<file path="config.mk">
export PLATFORM = sky130hd
export DESIGN_NAME = mppc_dark_counter_uart
export DESIGN_NICKNAME = d
export VERILOG_FILES = /design/src/rtl/mppc_dark_counter_pkg.sv /design/src/rtl/mppc_dark_counter_uart_tx.sv /design/src/rtl/mppc_dark_counter_uart.sv
export SDC_FILE = /design/constraint.sdc
export NUM_CORES = 1
export LEC_CHECK = 0
export BUFFER_PORTS_ARGS = -buffer_cell sky130_fd_sc_hd__buf_4
export CAP_MARGIN = 20
export CORE_MARGIN = 1
export CORE_UTILIZATION = 45
export CTS_BUF_LIST = sky130_fd_sc_hd__clkbuf_2
export DETAILED_ROUTE_END_ITERATION = 7
export PLACE_DENSITY = 0.62
export RECOVER_POWER = 100
export SLEW_MARGIN = 20
export SYNTH_ARGS = -nofsm -noshare
export SYNTH_HDL_FRONTEND = slang
export SYNTH_SLANG_ARGS = --single-unit
</file>
<file path="constraint.sdc">
create_clock -name clk -period 2.6 [get_ports clk]
set_input_delay 0.13 -clock clk [delete_from_list [all_inputs] [get_ports clk]]
set_output_delay 0.13 -clock clk [all_outputs]
set_load 0.005 [all_outputs]
</file>
<file path="src/rtl/mppc_dark_counter_pkg.sv">
// Shared types and constants for the MPPC dark-count meter.
// The ASCII constants and hex_to_ascii are used only when the
// DARK_COUNTER_ASCII_EN build option is defined.
package mppc_dark_counter_pkg;

  typedef enum logic [1:0] {
    ST_IDLE  = 2'd0,
    ST_COUNT = 2'd1,
    ST_SEND  = 2'd2
  } state_e;

  typedef enum logic [1:0] {
    RX_IDLE  = 2'd0,
    RX_START = 2'd1,
    RX_DATA  = 2'd2,
    RX_STOP  = 2'd3
  } rx_state_e;

  localparam logic [7:0] START_CMD = 8'h53;  // 'S'
  localparam logic [7:0] ASCII_OK  = 8'h4B;  // 'K'
  localparam logic [7:0] ASCII_OVF = 8'h4F;  // 'O'
  localparam logic [7:0] ASCII_CR  = 8'h0D;
  localparam logic [7:0] ASCII_LF  = 8'h0A;

  // Uppercase hex digit for one nibble.
  function automatic logic [7:0] hex_to_ascii(input logic [3:0] nib);
    return (nib < 4'd10) ? (8'h30 + {4'h0, nib}) : (8'h37 + {4'h0, nib});
  endfunction

endpackage

</file>
<file path="src/rtl/mppc_dark_counter_uart_tx.sv">
// 8N1 UART transmitter with a byte/valid/ready handshake.
// ready_o is also raised in the final cycle of a stop bit so a waiting
// byte follows with no idle gap.
module uart_tx #(
  parameter int CLKS_PER_BIT = 868
) (
  input  logic       clk_i,
  input  logic       rst_i,
  input  logic [7:0] data_i,
  input  logic       valid_i,
  output logic       ready_o,
  output logic       txd_o
);

  localparam int BAUD_W = $clog2(CLKS_PER_BIT);
  localparam logic [BAUD_W-1:0] BAUD_RELOAD = BAUD_W'(CLKS_PER_BIT - 1);

  logic              busy_q, busy_d;
  logic [9:0]        shift_q, shift_d;
  logic [3:0]        bits_q, bits_d;
  logic [BAUD_W-1:0] baud_q, baud_d;

  assign ready_o = !busy_q || (baud_q == '0 && bits_q == '0);
  assign txd_o   = busy_q ? shift_q[0] : 1'b1;

  // Next-state: load a frame on handshake, otherwise shift out one bit per baud period.
  always_comb begin
    busy_d  = busy_q;
    shift_d = shift_q;
    bits_d  = bits_q;
    baud_d  = baud_q;
    if (valid_i && ready_o) begin
      busy_d  = 1'b1;
      shift_d = {1'b1, data_i, 1'b0};
      bits_d  = 4'd9;
      baud_d  = BAUD_RELOAD;
    end else if (busy_q) begin
      if (baud_q == '0) begin
        if (bits_q == '0) begin
          busy_d = 1'b0;
        end else begin
          shift_d = {1'b1, shift_q[9:1]};
          bits_d  = bits_q - 1'b1;
          baud_d  = BAUD_RELOAD;
        end
      end else begin
        baud_d = baud_q - 1'b1;
      end
    end
  end

  // Transmitter registers; reset returns the line to idle-high.
  always_ff @(posedge clk_i) begin
    if (rst_i) begin
      busy_q  <= 1'b0;
      shift_q <= '1;
      bits_q  <= '0;
      baud_q  <= '0;
    end else begin
      busy_q  <= busy_d;
      shift_q <= shift_d;
      bits_q  <= bits_d;
      baud_q  <= baud_d;
    end
  end

endmodule

</file>
<file path="src/rtl/mppc_dark_counter_uart.sv">
// MPPC dark-count meter: counts synchronized pulse_in rising edges over a
// fixed gate and reports the result over UART.
// Build option DARK_COUNTER_ASCII_EN: ASCII frame ('K'/'O', hex digits, CR LF);
// undefined gives the binary frame (status byte, then count MSB first).
//
// state    | meaning
// ST_IDLE  | waiting for button edge or START_CMD byte
// ST_COUNT | gate open, counting pulses
// ST_SEND  | transmitting the result frame
module mppc_dark_counter_uart #(
  parameter int         CLK_FREQ_HZ = 100_000_000,
  parameter int         BAUD        = 115_200,
  parameter int         GATE_CYCLES = 100_000_000,
  parameter int         CNT_WIDTH   = 32,
  parameter logic [7:0] START_CMD   = mppc_dark_counter_pkg::START_CMD
) (
  input  logic clk,
  input  logic rst_button,
  input  logic start_button,
  input  logic RxD,
  input  logic pulse_in,
  output logic TxD,
  output logic busy_led,
  output logic overflow_led
);

  import mppc_dark_counter_pkg::*;

  localparam int CLKS_PER_BIT = CLK_FREQ_HZ / BAUD;
  localparam int BAUD_W       = $clog2(CLKS_PER_BIT);
  localparam int GATE_W       = $clog2(GATE_CYCLES);
`ifdef DARK_COUNTER_ASCII_EN
  localparam int NHEX         = CNT_WIDTH / 4;
  localparam int FRAME_BYTES  = NHEX + 3;
`else
  localparam int NBIN         = CNT_WIDTH / 8;
  localparam int FRAME_BYTES  = NBIN + 1;
`endif
  localparam int IDX_W        = $clog2(FRAME_BYTES);
  localparam logic [IDX_W-1:0] LAST_IDX = IDX_W'(FRAME_BYTES - 1);

  logic [1:0] start_sync_q, rxd_sync_q, pulse_sync_q;
  logic       start_prev_q, rxd_prev_q, pulse_prev_q;
  logic       rxd_s, start_rise, pulse_rise;

  // Two-flop synchronizers plus a delayed copy for edge detection.
  always_ff @(posedge clk) begin
    if (rst_button) begin
      start_sync_q <= 2'b00;
      rxd_sync_q   <= 2'b11;
      pulse_sync_q <= 2'b00;
      start_prev_q <= 1'b0;
      rxd_prev_q   <= 1'b1;
      pulse_prev_q <= 1'b0;
    end else begin
      start_sync_q <= {start_sync_q[0], start_button};
      rxd_sync_q   <= {rxd_sync_q[0], RxD};
      pulse_sync_q <= {pulse_sync_q[0], pulse_in};
      start_prev_q <= start_sync_q[1];
      rxd_prev_q   <= rxd_sync_q[1];
      pulse_prev_q <= pulse_sync_q[1];
    end
  end

  assign rxd_s      = rxd_sync_q[1];
  assign start_rise = start_sync_q[1] & ~start_prev_q;
  assign pulse_rise = pulse_sync_q[1] & ~pulse_prev_q;

  rx_state_e         rx_state_q, rx_state_d;
  logic [BAUD_W-1:0] rx_baud_q, rx_baud_d;
  logic [2:0]        rx_bit_q, rx_bit_d;
  logic [7:0]        rx_shift_q, rx_shift_d;
  logic [7:0]        rx_byte_q, rx_byte_d;
  logic              rx_vld_q, rx_vld_d;

  // UART receiver: arm on falling edge, confirm start at half bit, sample mid-bit.
  always_comb begin
    rx_state_d = rx_state_q;
    rx_baud_d  = rx_baud_q;
    rx_bit_d   = rx_bit_q;
    rx_shift_d = rx_shift_q;
    rx_byte_d  = rx_byte_q;
    rx_vld_d   = 1'b0;
    case (rx_state_q)
      RX_IDLE: begin
        if (rxd_prev_q && !rxd_s) begin
          rx_state_d = RX_START;
          rx_baud_d  = BAUD_W'(CLKS_PER_BIT / 2 - 1);
        end
      end
      RX_START: begin
        if (rx_baud_q == '0) begin
          if (rxd_s) begin
            rx_state_d = RX_IDLE;
          end else begin
            rx_state_d = RX_DATA;
            rx_bit_d   = '0;
            rx_baud_d  = BAUD_W'(CLKS_PER_BIT - 1);
          end
        end else begin
          rx_baud_d = rx_baud_q - 1'b1;
        end
      end
      RX_DATA: begin
        if (rx_baud_q == '0) begin
          rx_shift_d = {rxd_s, rx_shift_q[7:1]};
          rx_baud_d  = BAUD_W'(CLKS_PER_BIT - 1);
          if (rx_bit_q == 3'd7) rx_state_d = RX_STOP;
          else                  rx_bit_d   = rx_bit_q + 1'b1;
        end else begin
          rx_baud_d = rx_baud_q - 1'b1;
        end
      end
      RX_STOP: begin
        if (rx_baud_q == '0) begin
          rx_state_d = RX_IDLE;
          if (rxd_s) begin
            rx_vld_d  = 1'b1;
            rx_byte_d = rx_shift_q;
          end
        end else begin
          rx_baud_d = rx_baud_q - 1'b1;
        end
      end
      default: rx_state_d = RX_IDLE;
    endcase
  end

  // Receiver registers.
  always_ff @(posedge clk) begin
    if (rst_button) begin
      rx_state_q <= RX_IDLE;
      rx_baud_q  <= '0;
      rx_bit_q   <= '0;
      rx_shift_q <= '0;
      rx_byte_q  <= '0;
      rx_vld_q   <= 1'b0;
    end else begin
      rx_state_q <= rx_state_d;
      rx_baud_q  <= rx_baud_d;
      rx_bit_q   <= rx_bit_d;
      rx_shift_q <= rx_shift_d;
      rx_byte_q  <= rx_byte_d;
      rx_vld_q   <= rx_vld_d;
    end
  end

  logic start_req;
  assign start_req = start_rise | (rx_vld_q && rx_byte_q == START_CMD);

  state_e               state_q, state_d;
  logic [CNT_WIDTH-1:0] count_q, count_d;
  logic                 ovf_q, ovf_d;
  logic [GATE_W-1:0]    gate_q, gate_d;
  logic [IDX_W-1:0]     idx_q, idx_d;
  logic                 all_sent_q, all_sent_d;
  logic                 tx_valid, tx_ready;
  logic [7:0]           tx_data;

  assign tx_valid = (state_q == ST_SEND) && !all_sent_q;

  // Measurement FSM: start, gated counting with saturation, then frame handoff.
  // After the last byte is handed off, wait for its stop bit to end before IDLE.
  always_comb begin
    state_d    = state_q;
    count_d    = count_q;
    ovf_d      = ovf_q;
    gate_d     = gate_q;
    idx_d      = idx_q;
    all_sent_d = all_sent_q;
    case (state_q)
      ST_IDLE: begin
        if (start_req) begin
          count_d = '0;
          ovf_d   = 1'b0;
          gate_d  = GATE_W'(GATE_CYCLES - 1);
          state_d = ST_COUNT;
        end
      end
      ST_COUNT: begin
        if (pulse_rise) begin
          if (&count_q) ovf_d   = 1'b1;
          else          count_d = count_q + 1'b1;
        end
        if (gate_q == '0) begin
          state_d    = ST_SEND;
          idx_d      = '0;
          all_sent_d = 1'b0;
        end else begin
          gate_d = gate_q - 1'b1;
        end
      end
      ST_SEND: begin
        if (all_sent_q) begin
          if (tx_ready) state_d = ST_IDLE;
        end else if (tx_ready) begin
          if (idx_q == LAST_IDX) all_sent_d = 1'b1;
          else                   idx_d      = idx_q + 1'b1;
        end
      end
      default: state_d = ST_IDLE;
    endcase
  end

  // FSM and measurement registers.
  always_ff @(posedge clk) begin
    if (rst_button) begin
      state_q    <= ST_IDLE;
      count_q    <= '0;
      ovf_q      <= 1'b0;
      gate_q     <= '0;
      idx_q      <= '0;
      all_sent_q <= 1'b0;
    end else begin
      state_q    <= state_d;
      count_q    <= count_d;
      ovf_q      <= ovf_d;
      gate_q     <= gate_d;
      idx_q      <= idx_d;
      all_sent_q <= all_sent_d;
    end
  end

  // Frame byte selected by idx_q; count is frozen while in SEND.
  always_comb begin
    tx_data = 8'h00;
`ifdef DARK_COUNTER_ASCII_EN
    if (idx_q == '0) tx_data = ovf_q ? ASCII_OVF : ASCII_OK;
    for (int i = 0; i < NHEX; i++) begin
      if (idx_q == IDX_W'(i + 1)) tx_data = hex_to_ascii(count_q[(NHEX-1-i)*4 +: 4]);
    end
    if (idx_q == IDX_W'(NHEX + 1)) tx_data = ASCII_CR;
    if (idx_q == IDX_W'(NHEX + 2)) tx_data = ASCII_LF;
`else
    if (idx_q == '0) tx_data = {7'b0, ovf_q};
    for (int i = 0; i < NBIN; i++) begin
      if (idx_q == IDX_W'(i + 1)) tx_data = count_q[(NBIN-1-i)*8 +: 8];
    end
`endif
  end

  uart_tx #(
    .CLKS_PER_BIT(CLKS_PER_BIT)
  ) u_uart_tx (
    .clk_i  (clk),
    .rst_i  (rst_button),
    .data_i (tx_data),
    .valid_i(tx_valid),
    .ready_o(tx_ready),
    .txd_o  (TxD)
  );

  assign busy_led     = (state_q != ST_IDLE);
  assign overflow_led = ovf_q;

endmodule

</file>
# After elaboration in Yosys (flattened, before gate mapping)
# Index checks and enable logic that the tools add are counted.
# totals
in_bits	5
out_inout_bits	3
register_bits	131
# classes
eq_ne	33
n_reduce_logical	40
n_bitwise	8
addsub	7
muxes	67
# ops
cell	count
32-bit two-way mux	3
10-bit two-way mux	9
32-bit case mux with 2 select lines	1
27-bit two-way mux	2
27-bit case mux with 2 select lines	1
10-bit case mux with 4 select lines	1
2-bit inequality test (second input constant)	19
9-bit two-way mux	4
32-bit by 1-bit adder with 32-bit output (second input constant)	1
8-bit two-way mux	4
32-bit AND reduction	1
27-bit zero test	1
27-bit by 1-bit subtractor with 27-bit output (second input constant)	1
3-bit two-way mux	8
10-bit zero test	2
2-bit two-way mux	10
10-bit by 1-bit subtractor with 10-bit output (second input constant)	2
4-bit two-way mux	4
3-bit AND reduction	5
5-bit AND reduction	3
1-bit two-way mux	14
3-bit case mux with 2 select lines	2
4-bit AND reduction	3
2-bit nonzero test	6
25 further kinds	48

# Logic depth before layout (Yosys ltp)
# Gate-level depths: netlist of the first run.
# logic_depth
ltp_word	7
depth_mapped	10

# By module
# Synthesis of the first run repeated with hierarchy kept, for this count alone.
# hier_totals
hier_cells	893
hier_area_um2	7161.9
# by_module_without_submodules
mod	cells_each	n_inst	area_per_inst_um2
mppc_dark_counter_uart	750	1	5944.5
uart_tx	143	1	1217.4

# Worst setup path after synthesis of the first run
# OpenSTA, ideal clock, no wires.
# synth_path
path_kind	reg2reg
start	reg u_uart_tx.bits_q[0]
end	reg idx_q[1]
setup_time_ns	0.070
setup_slack_ns	0.146
path_buffers	1
arrival_time_ns	2.383
synth_period_minus_slack_ns	2.454
stages_incl_launch_ff	10
cell_sequence	dfxtp_1 inv_1 ha_1 or3b_2 o41ai_4 and2_1 buf_4 a21oi_2 or3b_1 a21oi_1
# synth_via
elab_chain_len	5
# synth_rtl
item	line	rtl
start: declaration	mppc_dark_counter_uart_tx.sv:20	logic [3:0] bits_q, bits_d;
start signal: assignment	mppc_dark_counter_uart_tx.sv:62	bits_q <= bits_d;
4-bit zero test	mppc_dark_counter_uart_tx.sv:23	assign ready_o = !busy_q || (baud_q == '0 && bits_q == '0);
1-bit logical AND	mppc_dark_counter_uart_tx.sv:23	
1-bit logical OR	mppc_dark_counter_uart_tx.sv:23	
2-bit by 1-bit inequality test with 1-bit output (no source line)	-	
5-bit AND reduction (no source line)	-	
end signal: assignment	mppc_dark_counter_uart.sv:219	idx_q <= idx_d;
end: declaration	mppc_dark_counter_uart.sv:155	logic [IDX_W-1:0] idx_q, idx_d;
# No other way between the ends.
# A chain may end at the register's enable or synchronous reset.

# Worst setup path in the final report of the first run
# layout_path
start	reg gate_q[11]
end	reg gate_q[5]
# layout_via
elab_chain_len	3
# layout_rtl
item	line	rtl
start: declaration	mppc_dark_counter_uart.sv:154	logic [GATE_W-1:0] gate_q, gate_d;
start signal: assignment	mppc_dark_counter_uart.sv:218	gate_q <= gate_d;
27-bit zero test	mppc_dark_counter_uart.sv:185	if (gate_q == '0) begin
2-bit inequality test (no source line)	-	
3-bit AND reduction (no source line)	-	
# No other way between the ends.

==> results.md, run 1 <==
* Clock buffer depth at 2
* DIE WIDTH at 123 um
* Crit path depth at 6
* Dpl hpwl at 10800 um
* Worst setup SP type: flop
* Die Y at 123 um
* Top post-synthesis cells by count: dfxtp_1, a21oi_1, nor2_1
* P&R area growth vs syn at 8.52%
* Synth async-reset ratio at 0%
* Total GRT Usage at 21.8%
* Slowest stage delay, CP at 0.62 ns
* Max-cap violation count at 1
* Post-route insts no fill at 1009
* Buffer and inverter count on the worst path at 0
* Setup crit end kind: flop
* WL/cell at 15.3 um
* Minimum clock period at 2.41 ns
* Initial antenna violation count at 0
* Violated checks: capacitance limit, slew limit
* Clock sinks at 131
* Status: finished, violations left
* Fin. Hold Viols at 0
* Slew HR at -14.0%
* Avg Cell Area, Syn at 8.25 sq um
* Fmax at 416 MHz
* Count leader, synth: dfxtp_1
* Worst-skew pair later-pin latency at 0.72 ns
* Fin. max-slew vios at 85
* Crit-path cells: or4_1 > nor4_4 > and4_2 > nor4b_1 > xnor2_1 > a21oi_1
* Final setup violation count at 0
* H-Tree Depth at 4
* R2R cell count at 6
* Reg2Reg Launch Point: gate_q[11]
* Mapped Cells at 799
* Leakage at 2.47 nW
* WP data arrival at 2.92 ns
* Worst R2R End: gate_q[5]
* Critical path launch point: gate_q[11]
* Top cells by area, synth: dfxtp_1, a21oi_1, xnor2_1, nor2_1, ha_1
* Synth top area share at 39.8%
* Worst setup margin at 0.195 ns
* Period utilization at 92.5%
* Post-CTS setup buffer count at 0
* CP Max Fanout at 11
* Die ar. at 15100 sq um
* Max Clock Skew at 0.0346 ns
* WS Path Type: reg -> reg
* Ant. Diodes at 0
* Largest net degree at the start of global routing at 85
* Buffers on Ports at 7
* Worst vdd ir at 262 uV
* Total grt overflow at 0
* Internal reg-to-reg setup slack at 0.19 ns
* CP max stage cell: or4_1
* Drt pass-1 iters at 4
* Layout cell share with drive strength beyond 1 at 9.29%
* Synth Cell Area at 6590 sq um
* Worst path top cell family by delay: simple AND/OR/NAND/NOR gates
* Residual DRC at 0
* RSZ-0062 raised after global routing: false
* Routed wire length at 15500 um
* TritonCTS Buffers at 17
* Gpl congestion at 0.860
* Final Core Density at 50.8%
* Slew @ Worst Pin at 1.71 ns
* CP Capture Point: gate_q[5]
* # IOs at 8
* CTS root buf: clkbuf_2
* Number of synthesized flops with an enable pin at 0
* Clock transition at path regs at 0.19 ns
* Rows at 43
* Total power divided by cell area at 592 nW/um^2
* Vias per Instance at 5.77
* Post-route ant nets at 0
* Vias after detailed routing at 5818
* CTS tree: yes
* DR iter-0 viols at 362
* Top FF cell, synth: dfxtp_1
* Critical Path RT at 3.12 ns
* Sequential area share after synthesis at 39.8%
* Setup_tns at 0 ns
* Starting Density at 46.8%
* Unique masters post-synth at 58
* Post-synth net total at 824
* Area of the core at 14100 sq um
* Final #Nets at 842
* Worst hold slack at 0.134 ns
* Number of synthesized register bits at 131
* Yosys warnings at 0
* Vias in the first global route at 5532
* HP Class: in -> reg
* Global-route wire length before repair at 26200 um
* Inst Count DP at 974
* Pre-CTS setup slack at 0.155 ns
* Dominant cell type by area after synthesis: dfxtp_1
[flip-flops by register name, summed over array words and instances, names as in the netlist, named ones only]
| signal | count |
|---|---|
| rx_shift_q | 8 |
| count_q | 32 |
| overflow_led | 1 |
| rxd_prev_q | 1 |
| idx_q | 3 |
| rx_state_q | 1 |
| rx_vld_q | 1 |
| state_q | 2 |
| u_uart_tx.busy_q | 1 |
| rx_byte_q | 8 |
| u_uart_tx.shift_q | 9 |
| rx_baud_q | 10 |
| all_sent_q | 1 |
| u_uart_tx.baud_q | 10 |
| rx_bit_q | 3 |
| pulse_sync_q | 2 |
| u_uart_tx.bits_q | 4 |
| gate_q | 27 |
| pulse_prev_q | 1 |
| rxd_sync_q | 2 |
| start_prev_q | 1 |
| start_sync_q | 2 |
[repair_timing]
action,in CTS,in global routing
hold buffers,4,0
hold endpoints to repair,19,0
resized for setup,0,2
setup endpoints to repair,0,6
[kinds of logic after synthesis]
family                     after synthesis  share of synthesized area (%)
DFF                                    131                           39.8
adders and majority gates               20                           3.80
AOI/OAI and AO/OA                      175                           16.4
xor gates and xnor gates                47                           6.24
and+or+nand+nor                        347                           27.7
muxes                                   16                           2.43
buffers and inverters                   63                           3.68
[routing by layer]
layer / up-vias / GRT usage (%) / routed length, um
met5: - / 0 / 0
met4: 0 / 8.28 / 220
met3: 18 / 4.80 / 632
met2: 131 / 35.1 / 7170
met1: 2750 / 28.5 / 7450
li1: 2919 / - / -
[cells in the final DEF (no fill, tap or decap), types with 5 or more instances in the layout]
cell and n:
or3_1 12, or4_1 16, nand3_1 37, buf_4 25, a311oi_1 6, nor4_1 21, and3_1 7, or2_2 9
inv_1 21, mux2i_1 16, nor3_1 31, xnor2_1 37, nand2_1 55, a21oi_1 89, nor2b_1 8, nor2_1 83
a22oi_1 7, dfxtp_1 131, clkbuf_2 27, nand4_1 15, and2_1 8, o211ai_1 10, a31oi_1 5, nor4b_1 7
ha_1 20, o21ai_0 22, xor2_1 10, nand3b_1 10, a211oi_1 9, clkbuf_1 5, nand2b_1 11
[how the worst min path moves through the flow]
stage	from	slack [ns]	cells after the start	end
floorplan	RxD	0.23	1	rxd_sync_q[0]
global placement	RxD	0.34	2	rxd_sync_q[0]
detailed placement	RxD	0.33	2	rxd_sync_q[0]
CTS	RxD	0.09	3	rxd_sync_q[0]
global route	RxD	0.11	3	rxd_sync_q[0]
finish	RxD	0.13	3	rxd_sync_q[0]
[cell type report]
class	instances	area [sq um]
fill	1347	6940
multi-input combinational	605	3740
sequential	131	2620
timing repair buffer	41	289
tap	180	225
clock buffer	23	115
clock inverter	8	86.3
inverter	21	78.8
[worst min-delay path, cell delays in order]
cell and delay [ns]:
dlygate4sd3_1 0.52, buf_4 0.10, or2_2 0.09
[power by group]
group	leakage [nW]	internal, mW	total (mW)	switching, mW
logic	1.27	0.342	0.875	0.533
clock network	0.140	0.446	1.18	0.733
registers	1.06	2.10	2.19	0.0882
total	2.47	2.88	4.24	1.35
[metrics by stage]
| step | area (sq um) | power [mW] |
|---|---|---|
| after CTS | 7190 | 4.27 |
| final | 7160 | 4.24 |
| after detailed placement | 6950 | 3.08 |
| after global placement | 6950 | 3.06 |
| after floorplan | 6590 | 2.84 |
| after global routing | 7160 | 4.48 |
No activity file was read; power rests on OpenSTA's default activity.
==> run 2, diff against run 1 <==
CORE_UTILIZATION = 57   (was 45)
PLACE_DENSITY = 0.76   (was 0.62)
==> results.md, run 2 (same netlist as run 1, synthesis figures left out) <==
* Vias in the first global route at 5685 (was 5532)
* Residual DRC at 0 (unchanged)
* Cell repeated most along the worst path: a21oi_1
* CP Max Fanout at 5 (was 11)
* Top reg by flops: count_q (unchanged)
* Setup crit end kind: flop (unchanged)
* Most common cell after layout, fill and taps aside: dfxtp_1 (unchanged)
* Die Y at 110 um (was 123 um)
* Vias after detailed routing at 5920 (was 5818)
* R2R cell count at 6 (unchanged)
* CP Capture Point: idx_q[1] (was gate_q[5])
* Clock buffer depth at 2 (unchanged)
* Status: finished, final reports clean (was finished, violations left)
* Max-cap violation count at 0 (was 1)
* WP data arrival at 3.17 ns (was 2.92 ns)
* Critical path launch point: gate_q[11] (unchanged)
* Area of the core at 11000 sq um (was 14100 sq um)
* Number of fill cells in the layout at 942 (was 1347)
* Slowest stage delay, CP at 0.58 ns (was 0.62 ns)
* Drt pass-1 iters at 5 (was 4)
* Fin. max-slew vios at 0 (was 85)
* Minimum clock period at 2.51 ns (was 2.41 ns)
* CP max stage cell: or4_1 (unchanged)
* M1 WL at 6920 um (was 7450 um)
* TritonCTS Buffers at 17 (unchanged)
* DIE WIDTH at 110 um (was 123 um)
* Total grt overflow at 0 (unchanged)
* Initial antenna violation count at 0 (unchanged)
* Buffers on Ports at 7 (unchanged)
* Internal reg-to-reg setup slack at 0.09 ns (was 0.19 ns)
* H-Tree Depth at 4 (unchanged)
* Final setup violation count at 0 (unchanged)
* Critical Path RT at 3.26 ns (was 3.12 ns)
* Worst vdd ir at 511 uV (was 262 uV)
* Multi-input combinational cell area at 3720 sq um (was 3740 sq um)
* CTS resizes at 0 (unchanged)
* Vias per Instance at 6.12 (was 5.77)
* Starting Density at 59.8% (was 46.8%)
* Reg area at 2620 sq um (unchanged)
* Max reg flops at 32 (unchanged)
* HP Class: in -> reg (unchanged)
* Worst setup SP type: flop (unchanged)
* Leakage at 2.50 nW (was 2.47 nW)
* Post-CTS setup buffer count at 0 (unchanged)
* Slew @ Worst Pin at 0.632 ns (was 1.71 ns)
* Period utilization at 96.4% (was 92.5%)
* Fin. Hold Viols at 0 (unchanged)
* Ant. Diodes at 0 (unchanged)
* Placed Area at 6850 sq um (was 6950 sq um)
* Layout cell share with drive strength beyond 1 at 9.31% (was 9.29%)
* Commonest cells after routing, fill and taps aside: dfxtp_1, a21oi_1, nor2_1 (unchanged)
* Worst R2R End: idx_q[1] (was gate_q[5])
* Post-route ant nets at 0 (unchanged)
* WS Path Type: reg -> reg (unchanged)
* Worst-skew pair later-pin latency at 0.73 ns (was 0.72 ns)
* Largest net degree at the start of global routing at 53 (was 85)
* Die ar. at 12000 sq um (was 15100 sq um)
* Rows at 38 (was 43)
* Global-route wire length before repair at 25800 um (was 26200 um)
* Slew HR at 57.5% (was -14.0%)
* Total power divided by cell area at 644 nW/um^2 (was 592 nW/um^2)
* Final #Nets at 839 (was 842)
* Met3 WL at 726 um (was 632 um)
* Max Clock Skew at 0.0297 ns (was 0.0346 ns)
* Crit-path cells: or4_1 > nor4_2 > and4b_1 > a21oi_1 > or3b_1 > a21oi_1 (was or4_1 > nor4_4 > and4_2 > nor4b_1 > xnor2_1 > a21oi_1)
* Gpl congestion at 0.903 (was 0.860)
* DR iter-0 viols at 583 (was 362)
* Clock sinks at 131 (unchanged)
* CTS tree: yes (unchanged)
* Routed wl met2 at 7180 um (was 7170 um)
* Routed wire length at 15000 um (was 15500 um)
* Top Layer Used: met4 (unchanged)
* Post-route insts no fill at 967 (was 1009)
* P&R area growth vs syn at 9.26% (was 8.52%)
* Final Core Density at 65.3% (was 50.8%)
* Biggest registers after layout: count_q (32), gate_q (27) (unchanged)
* Total GRT Usage at 27.2% (was 21.8%)
* Setup_tns at 0 ns (unchanged)
* WL/cell at 15.5 um (was 15.3 um)
* # IOs at 8 (unchanged)
* Fmax at 399 MHz (was 416 MHz)
* Dpl hpwl at 10500 um (was 10800 um)
* Final Cell Area at 7200 sq um (was 7160 sq um)
* Inst Count DP at 930 (was 974)
* Reg2Reg Launch Point: gate_q[11] (unchanged)
* Clock transition at path regs at 0.19 ns (about the same)
* RSZ-0062 raised after global routing: false (unchanged)
* CTS root buf: clkbuf_2 (unchanged)
[run 2: cell count changes in the layout (fill, tap and decap cells not counted), sizes merged]
cell | before | now
inv | 21 | 22
dlygate4sd3 | 4 | 5
clkinvlp | 0 | 2
clkinv | 6 | 5
bufinv | 2 | 6
buf | 25 | 23
clkbuf | 35 | 28
[run 2: worst max-delay path, delay by kind of cell, from the launching register on]
kind	cells	cell delay (ns)
AND/OR/NAND/NOR	4	1.79
AO/OA/AOI/OAI	2	0.27
flip-flops	1	0.39
[run 2: repair_timing]
action                     CTS  global route
hold endpoints to repair    34             0
setup endpoints to repair    0             0
hold buffers                 5             0
[run 2: metrics by stage]
stage | hold slack [ns] | power (mW) | setup WS (ns)
global route | 0.0669 | 4.87 | 0.00808
global placement | 0.316 | 3.05 | 0.258
CTS | 0.0912 | 4.66 | 0.115
finish | 0.124 | 4.64 | 0.0943
detailed placement | 0.316 | 3.07 | 0.167
floorplan | 0.234 | 2.84 | 0.146
[run 2: where the power goes]
part           internal [mW]  switching (mW)  leakage [nW]
combinational          0.340           0.522          1.26
sequential              2.10          0.0896          1.06
clock                  0.826           0.764         0.180
total                   3.26            1.38          2.50
[run 2: metal layers]
layer	up-vias	GRT usage, %
met3	22	6.99
met5	-	0
met1	2830	34.5
met4	0	9.24
met2	140	44.7
li1	2928	-
[run 2: worst min path at each step]
stage / slack, ns / depth (start not counted) / endpoint / from
floorplan: 0.23 / 1 / rxd_sync_q[0] / RxD
global placement: 0.32 / 2 / rxd_sync_q[0] / RxD
detailed placement: 0.32 / 2 / rxd_sync_q[0] / RxD
CTS: 0.09 / 3 / rxd_sync_q[0] / RxD
global route: 0.07 / 3 / rxd_sync_q[0] / RxD
finish: 0.12 / 3 / rxd_sync_q[0] / RxD
[run 2: final cells by class]
type,count,area share [%]
Sequential cell,131,36.4
Clock inverter,14,3.25
Timing Repair Buffer,38,3.87
Multi-Input combinational cell,605,51.7
Tap cell,140,2.43
Clock buffer,18,1.25
Inverter,21,1.09
